### src/rtl/sevseg_pkg.sv
// sevseg_pkg
// Shared types and helpers for the seven-segment scan controller.
//   seg7_t     : active-low segment vector ordered {g,f,e,d,c,b,a}
//   SEG_BLANK  : all segments dark
//   hex_to_seg : hex nibble to active-low glyph
package sevseg_pkg;

  typedef logic [6:0] seg7_t;

  localparam seg7_t SEG_BLANK = 7'h7F;

  // Common-anode glyphs, so a 0 bit lights the segment.
  function automatic seg7_t hex_to_seg(input logic [3:0] nib);
    seg7_t glyph;
    case (nib)
      4'h0: glyph = 7'h40;
      4'h1: glyph = 7'h79;
      4'h2: glyph = 7'h24;
      4'h3: glyph = 7'h30;
      4'h4: glyph = 7'h19;
      4'h5: glyph = 7'h12;
      4'h6: glyph = 7'h02;
      4'h7: glyph = 7'h78;
      4'h8: glyph = 7'h00;
      4'h9: glyph = 7'h10;
      4'hA: glyph = 7'h08;
      4'hB: glyph = 7'h03;
      4'hC: glyph = 7'h46;
      4'hD: glyph = 7'h21;
      4'hE: glyph = 7'h06;
      4'hF: glyph = 7'h0E;
      default: glyph = SEG_BLANK;
    endcase
    return glyph;
  endfunction

endpackage

### src/rtl/sevseg_lz_mask.sv
// sevseg_lz_mask
// Combinational leading-zero blanking mask.
//   nibbles  : active hex nibbles, nibble i is digit i (digit 0 rightmost)
//   blank_lz : blanking enable
//   mask     : bit i set when digit i should be dark; bit 0 is never set
module sevseg_lz_mask
  import sevseg_pkg::*;
#(
  parameter int DIGITS = 4
) (
  input  logic [4*DIGITS-1:0] nibbles,
  input  logic                blank_lz,
  output logic [DIGITS-1:0]   mask
);

  logic higher_zero;

  // Walk from the leftmost digit toward digit 1, carrying whether every
  // nibble seen so far is zero; the first non-zero nibble stops blanking.
  always_comb begin
    mask        = '0;
    higher_zero = 1'b1;
    for (int i = DIGITS - 1; i >= 1; i--) begin
      higher_zero = higher_zero & (nibbles[4*i +: 4] == 4'h0);
      mask[i]     = blank_lz & higher_zero;
    end
  end

endmodule

### src/rtl/sevseg_scan_ctrl.sv
// sevseg_scan_ctrl
// Time-multiplexed driver for DIGITS common-anode seven-segment digits with
// per-digit decimal points, blinking, leading-zero blanking and
// frame-synchronous double-buffered loading.
//   clk, rst        : clock, asynchronous active-high reset
//   load            : strobe capturing digits_in/dp_in/blink_in into shadow
//   digits_in       : hex nibbles, nibble i = digit i (digit 0 rightmost)
//   dp_in, blink_in : per-digit decimal point / blink enables
//   blank_lz        : live leading-zero blanking enable
//   enable          : live global anode enable
//   seg, dp, an     : registered active-low segment, point and anode drives
//   frame_start     : pulse on the first output cycle of digit 0
//   pending         : shadow data waits for the next frame boundary
module sevseg_scan_ctrl
  import sevseg_pkg::*;
#(
  parameter int DIGITS     = 4,
  parameter int DIV_BITS   = 16,
  parameter int BLINK_BITS = 26
) (
  input  logic                clk,
  input  logic                rst,
  input  logic                load,
  input  logic [4*DIGITS-1:0] digits_in,
  input  logic [DIGITS-1:0]   dp_in,
  input  logic [DIGITS-1:0]   blink_in,
  input  logic                blank_lz,
  input  logic                enable,
  output logic [6:0]          seg,
  output logic                dp,
  output logic [DIGITS-1:0]   an,
  output logic                frame_start,
  output logic                pending
);

  localparam int IDX_W = (DIGITS > 1) ? $clog2(DIGITS) : 1;
  localparam logic [IDX_W-1:0] LAST_IDX = IDX_W'(DIGITS - 1);

  logic [DIV_BITS-1:0]   div_cnt;
  logic [IDX_W-1:0]      idx;
  logic [BLINK_BITS-1:0] blink_cnt;
  logic                  div_wrap;
  logic                  commit;
  logic                  blink_phase;

  logic [4*DIGITS-1:0]   shadow_digits;
  logic [DIGITS-1:0]     shadow_dp;
  logic [DIGITS-1:0]     shadow_blink;
  logic [4*DIGITS-1:0]   active_digits;
  logic [DIGITS-1:0]     active_dp;
  logic [DIGITS-1:0]     active_blink;

  logic [DIGITS-1:0]     blank_mask;
  logic [3:0]            sel_nib;
  logic                  sel_dp;
  logic [DIGITS-1:0]     an_nxt;

  assign div_wrap    = &div_cnt;
  assign commit      = div_wrap && (idx == LAST_IDX);
  assign blink_phase = blink_cnt[BLINK_BITS-1];

  // Free-running divider and blink counters; the scan index steps on every
  // divider wrap and returns to digit 0 after the last digit.
  always_ff @(posedge clk or posedge rst) begin
    if (rst) begin
      div_cnt   <= '0;
      idx       <= '0;
      blink_cnt <= '0;
    end else begin
      div_cnt   <= div_cnt + 1'b1;
      blink_cnt <= blink_cnt + 1'b1;
      if (div_wrap) begin
        idx <= (idx == LAST_IDX) ? '0 : idx + 1'b1;
      end
    end
  end

  // Double buffer: active data only changes together with the index moving
  // back to digit 0, so a frame never mixes old and new data. A load landing
  // on that same cycle goes straight through and leaves nothing pending.
  always_ff @(posedge clk or posedge rst) begin
    if (rst) begin
      shadow_digits <= '0;
      shadow_dp     <= '0;
      shadow_blink  <= '0;
      active_digits <= '0;
      active_dp     <= '0;
      active_blink  <= '0;
      pending       <= 1'b0;
    end else if (load) begin
      shadow_digits <= digits_in;
      shadow_dp     <= dp_in;
      shadow_blink  <= blink_in;
      if (commit) begin
        active_digits <= digits_in;
        active_dp     <= dp_in;
        active_blink  <= blink_in;
        pending       <= 1'b0;
      end else begin
        pending       <= 1'b1;
      end
    end else if (commit && pending) begin
      active_digits <= shadow_digits;
      active_dp     <= shadow_dp;
      active_blink  <= shadow_blink;
      pending       <= 1'b0;
    end
  end

  sevseg_lz_mask #(
    .DIGITS (DIGITS)
  ) u_lz_mask (
    .nibbles  (active_digits),
    .blank_lz (blank_lz),
    .mask     (blank_mask)
  );

  // Select the current digit's data and decide whether its anode may light;
  // only the selected bit can ever go low, so anodes are one-cold at most.
  always_comb begin
    sel_nib = 4'h0;
    sel_dp  = 1'b0;
    an_nxt  = '1;
    for (int i = 0; i < DIGITS; i++) begin
      if (idx == IDX_W'(i)) begin
        sel_nib   = active_digits[4*i +: 4];
        sel_dp    = active_dp[i];
        an_nxt[i] = ~(enable & ~blank_mask[i] & ~(active_blink[i] & blink_phase));
      end
    end
  end

  // Registered pin drivers, one clock behind the index. frame_start marks
  // the first output cycle of digit 0.
  always_ff @(posedge clk or posedge rst) begin
    if (rst) begin
      seg         <= SEG_BLANK;
      dp          <= 1'b1;
      an          <= '1;
      frame_start <= 1'b0;
    end else begin
      seg         <= hex_to_seg(sel_nib);
      dp          <= ~sel_dp;
      an          <= an_nxt;
      frame_start <= (idx == '0) && (div_cnt == '0);
    end
  end

endmodule

### config.mk
export PLATFORM = sky130hd
export DESIGN_NAME = sevseg_scan_ctrl
export DESIGN_NICKNAME = d
export VERILOG_FILES = /design/src/rtl/sevseg_pkg.sv /design/src/rtl/sevseg_lz_mask.sv /design/src/rtl/sevseg_scan_ctrl.sv
export SDC_FILE = /design/constraint.sdc
export NUM_CORES = 1
export LEC_CHECK = 0
export BUFFER_PORTS_ARGS = -buffer_cell sky130_fd_sc_hd__clkbuf_2
export CAP_MARGIN = 20
export CORE_MARGIN = 3
export CORE_UTILIZATION = 53
export DETAILED_ROUTE_END_ITERATION = 6
export PLACE_DENSITY = 0.75
export SYNTH_ARGS = -nofsm -noshare
export SYNTH_HDL_FRONTEND = slang
export SYNTH_HIERARCHICAL = 1
export SYNTH_SLANG_ARGS = --single-unit
### constraint.sdc
create_clock -name clk -period 3.7 [get_ports clk]
set_input_delay 0.74 -clock clk [delete_from_list [all_inputs] [get_ports clk]]
set_output_delay 0.74 -clock clk [all_outputs]
set_load 0.005 [all_outputs]
**Yosys cells after proc, flatten, opt, wreduce, memory -nomap -nowiden**

Memory sizes are Yosys's and may differ from the RTL's. A register that Yosys moved wholly into a read port is not among the register bits.
Index checks and enable logic that the tools add are counted.

- Register bits after elaboration: 99
- Bits in writable memories: 0
- Output and inout bits: 14
- Bits in latches: 0
- Logic and storage cells: 85
- Input port bits: 29
- Memories: 1
- Bits in read-only memories: 112

- Muxes and demuxes: 25
- $add $sub $neg: 3
- Reduce and logical (&&, ||, !) cells: 11
- Bitwise operators: 28
- Equal/unequal tests: 4
- $lt $le $gt $ge: 0
- Shift operators: 0
- Divide/modulo/power cells: 0
- Multipliers: 0

Memories:

| name | words | bits a word | read ports | clocked after memory_dff | wr ports | line | RTL |
|---|---|---|---|---|---|---|---|
| (name not given) | 16 | 7 | 1 | 1 | 0 | sevseg_pkg.sv:15 | `case (nib)` |

Operators with widths:

| kind | number |
|---|---|
| $mux 16 | 3 |
| $mux 4 | 10 |
| $add 26x1->26 const B | 1 |
| $add 16x1->16 const B | 1 |
| $and 1x1->1 | 16 |
| $logic_not 16->1 | 1 |
| $reduce_and 16->1 | 1 |
| $logic_not 4->1 | 3 |
| $not 1->1 | 12 |
| $mux 1 | 11 |
| $eq 2x2->1 const B | 2 |
| $logic_and 1x1->1 | 3 |
| $add 2x1->2 const B | 1 |
| $eq 2x1->1 const B | 1 |
| $logic_not 2->1 | 1 |
| $mux 2 | 1 |
| $ne 2x1->1 const B | 1 |
| $reduce_and 2->1 | 1 |
| $reduce_bool 2->1 | 1 |

**Longest topological paths before layout**

- Word-level depth: 9
- Gate-level depth with buffers: 11
- Depth with buffers taken out: 10

**Modules after synthesis**

The synthesis kept the hierarchy.

Modules (own cells, without submodules):

| module | cells each | area an instance (um2) | sequential area each (um2) | times used |
|---|---|---|---|---|
| sevseg_scan_ctrl | 352 | 4644.5 | 2667.6 | 1 |
| sevseg_lz_mask | 8 | 57.6 | 0.0 | 1 |

**Worst setup path after synthesis**

No wires, ideal clock.

- Path kind: input to register
- Start point: input load
- End point: register active_blink[0]
- Data arrival time: 1.955 ns
- Buffers on the path: 2
- Path slack: 1.620 ns
- Required time: 3.575 ns
- Library setup time: 0.125 ns
- Stages: 4
- Path through: clkbuf_1 -> clkbuf_1 -> mux2_2 -> mux2_4

- Word-level cells in the longest chain between the ends: 2
- Elaborated cells on any way between the ends: 4
- Classes of those cells: eq/ne: 1; mux: 1; reduce/logical: 2

RTL lines:

| element | line | RTL |
|---|---|---|
| start, declared | sevseg_scan_ctrl.sv:23 | `input logic load,` |
| $ne 2x1->1 (no source line) or $reduce_bool 2->1 (tied branches) | - |  |
| $reduce_and 2->1 (no source line) | - |  |
| end signal, assigned | sevseg_scan_ctrl.sv:97 | `active_blink <= blink_in;` |
| end signal, assigned | sevseg_scan_ctrl.sv:105 | `active_blink <= shadow_blink;` |
| end, declared | sevseg_scan_ctrl.sv:51 | `logic [DIGITS-1:0] active_blink;` |

Several ways; a longest one is shown, not always the timed one.
A chain may end at the register's enable or synchronous reset.

**Final worst setup path**

- Start point: register idx[0]
- End point: register seg[0]

- Word-level cells in the longest chain between the ends: 5
- Elaborated cells on any way between the ends: 8
- Classes of those cells: eq/ne: 3; mux: 4; reduce/logical: 1

RTL lines:

| element | line | RTL |
|---|---|---|
| start, declared | sevseg_scan_ctrl.sv:40 | `logic [IDX_W-1:0] idx;` |
| start signal, assigned | sevseg_scan_ctrl.sv:73 | `idx <= (idx == LAST_IDX) ? '0 : idx + 1'b1;` |
| $logic_not 2->1 | sevseg_scan_ctrl.sv:125 | `if (idx == IDX_W'(i)) begin` |
| $mux 4 (3 in series) | sevseg_scan_ctrl.sv:125 |  |
| $mux 4 (*) | sevseg_scan_ctrl.sv:125 |  |
| end, declared | sevseg_scan_ctrl.sv:29 | `output logic [6:0] seg,` |

Mark *: on every way between the ends. The rest lies on a longest branch, timed or not.

==> metrics.cfg <==
[outcome]
outcome=finished, final reports clean

[place]
routabilityCongestion=0.769
placed_cell_area_sq_um=5010
io_buffers=42
post-dp-hpwl_um=5350
place_inst=501

[cells_and_area]
nNetsFinal=450
ff_latch_area_sq_um=2670
drive_gt1_frac=0.312
diodes=0
fillCellCount=665
syn2layout_area_growth_pct=11.5
fin_cells=518
final_cell_area_sq_um=5240
multi_input_area_sq_um=1920

[pwr]
power_mw=2.00
p_leak_nw=2.57
cellPowerDensity_nw_per_um2=381
vdd_drop_max_mv=0.205

[timing]
post-route-period-util=0.661
relSlewSlack=0.591
hold_viol=0
post-route-min-period_ps=2440
rsz0062_at_grt=no
fin_skew_ps=14.3
worst_slew_pin_slew_ps=613
setup_viol=0
report.final.slew_viol_count=0
tns_ps=0
timing.hold.ws_ps=294
fmax_mhz=409

[setup_path]
reg2reg_to=seg[0]
critical_path_class=reg2reg
r2r_slack_ps=1260
arrival_ps=2750
crit_cells=7
r2r_start=idx[0]
cpPeakStageDelay_ps=470
path_buf_inv=1
critPathLaunchType=flip-flop
end_kind=flip-flop
cp_common_cell=ha_1
worstRegToRegCells=7
critPathRequiredTime_ps=4000
crit_path_cell_trace=ha_1, nand2b_1, o211ai_1, inv_1, ha_1, and3_1, a221o_1
crit_fanout=12
cpLargestDelayFamily=compound AO/OA/AOI/OAI gates
slowest_stage=o211ai_1

[clocking]
clock_tree.root_cell=clkbuf_8
clk_path_buf_depth=2
clk_latency_ps=370
post_cts_buffers=0
cts_tree=built
cts_hold_buf=0
cts.repair.resized=0
cts.clk_slew.worst_paths_ps=100
ctsHtreeMaxLevel=3
cts_num_sinks=106
cts_buffers=9

[grt]
antenna_found_initial=0
grt_pass1_vias=2862
grt_max_degree=94
grt_use_total=0.170
grt_pass1_wl_um=13400
gr-total-overflow=0

[route]
drtIter0Drc=90
routedWlPerCell_um=15.0
wl_um=7760
vias=2785
dr.pass1.iters=4
drc_errors=0
ant_nets=0
via_per_inst=5.38

[logic_synthesis]
synthDistinctLibCells=43
ys_seq_area_frac=0.567
synth_cells=360
synth_edf_count=0
avgSynthCellArea_sq_um=13.1
syn_nets=402
yosysWarnings=6
ys.flop_type=dfrtp_1
syn_area_sq_um=4700
async_flop_share=1.00
ys_seq_elements=106

[die]
row_count=33
die_area_sq_um=10000
die_h_um=100
fp.dieW_um=100
core-area_sq_um=8420
io_pins=43
start_util=0.558

[run]
max_cap_viol_count=0

[hold_path]
min_path_type=in2async

power breakdown:
group | internal [mW] | switching [mW] | total [mW]
Sequential | 1.18 | 0.00641 | 1.19
Combinational | 0.0420 | 0.0482 | 0.0902
Clock | 0.335 | 0.379 | 0.714
Total | 1.56 | 0.433 | 2.00
registers in the layout, indices dropped and copies added (netlist names), 7 cells and up:
register,flops
div_cnt,16
blink_cnt,26
seg,7
active_digits,16
shadow_digits,16
cells in the mapped netlist (all sizes together) (2+ instances only):
| cell | n | area [sq um] |
|---|---|---|
| nor4 | 4 | 46.3 |
| nor2 | 10 | 37.5 |
| nor4b | 2 | 17.5 |
| dfrtp | 94 | 2350 |
| nand3b | 2 | 15.0 |
| nand2b | 3 | 18.8 |
| ha | 13 | 163 |
| o22ai | 3 | 18.8 |
| clkbuf | 3 | 11.3 |
| nand4b | 5 | 58.8 |
| o21ai | 6 | 30.0 |
| dfstp | 12 | 315 |
| or4 | 2 | 15.0 |
| o211ai | 4 | 30.0 |
| buf | 6 | 45.0 |
| inv | 15 | 56.3 |
| and3 | 11 | 71.3 |
| and4 | 5 | 43.8 |
| a21oi | 6 | 30.0 |
| xor2 | 8 | 70.1 |
| mux2 | 48 | 616 |
| nand2 | 26 | 97.6 |
| nand4 | 6 | 37.5 |
| xnor2 | 31 | 272 |
| nand3 | 18 | 90.1 |
| mux2i | 7 | 70.1 |
metal layers:
layer | up-vias | share of wire | wire length [um] | track usage
met4 | 0 | 0.016 | 126 | 0.0622
li1 | 1345 | - | - | -
met2 | 45 | 0.49 | 3780 | 0.281
met1 | 1383 | 0.45 | 3520 | 0.216
met3 | 12 | 0.043 | 333 | 0.0438
met5 | - | 0 | 0 | 0
through the flow:
stage               utilization  setup WS, ps
floorplan                     -           191
global placement          0.595          1320
detailed placement        0.595          1250
CTS                       0.619          1240
global route              0.622          1080
finish                    0.622          1260
kinds of logic after synthesis:
logic type | Yosys count | synth area share
other cells | 1 | 0.000798
compound gates | 23 | 0.0303
buf+inv | 24 | 0.0239
mux | 55 | 0.146
flops | 106 | 0.567
fa+ha+maj | 13 | 0.0346
simple gates | 99 | 0.125
xor+xnor | 39 | 0.0726
layout by cell type, fill, tap and decap left out, types with 3 or more instances in the layout:
cell,instances
clkbuf_2,42
xor2_1,8
dfstp_2,12
inv_1,14
nor2_1,10
mux2i_1,7
xnor2_1,31
o22ai_1,3
o211ai_1,4
o21ai_0,6
mux2_4,20
nand2b_1,3
buf_4,3
a21oi_1,6
mux2_2,28
ha_1,13
nand2_1,26
nand3_1,18
dfrtp_1,94
nand4b_1,4
nand4_1,6
clkbuf_8,10
and4_1,5
and3_1,9
worst max path at each step:
| stage | start | endpoint | slack [ps] |
|---|---|---|---|
| final | idx[0] | seg[0] | 1260 |
| after global routing | idx[0] | seg[0] | 1080 |
| after CTS | idx[0] | seg[0] | 1240 |
| after detailed placement | idx[0] | seg[0] | 1250 |
| after global placement | load | active_blink[1] | 1320 |
| after floorplan | rst | active_blink[0] | 190 |
layout make-up:
cell class,instances,share of cell area
sequential,106,0.509
multi-input combinational,230,0.367
timing repair buffer,46,0.0496
clock buffer,11,0.0270
tap,105,0.0251
clock inverter,5,0.0117
inverter,15,0.0112
Note: power is estimated with default switching activity, not from simulation.
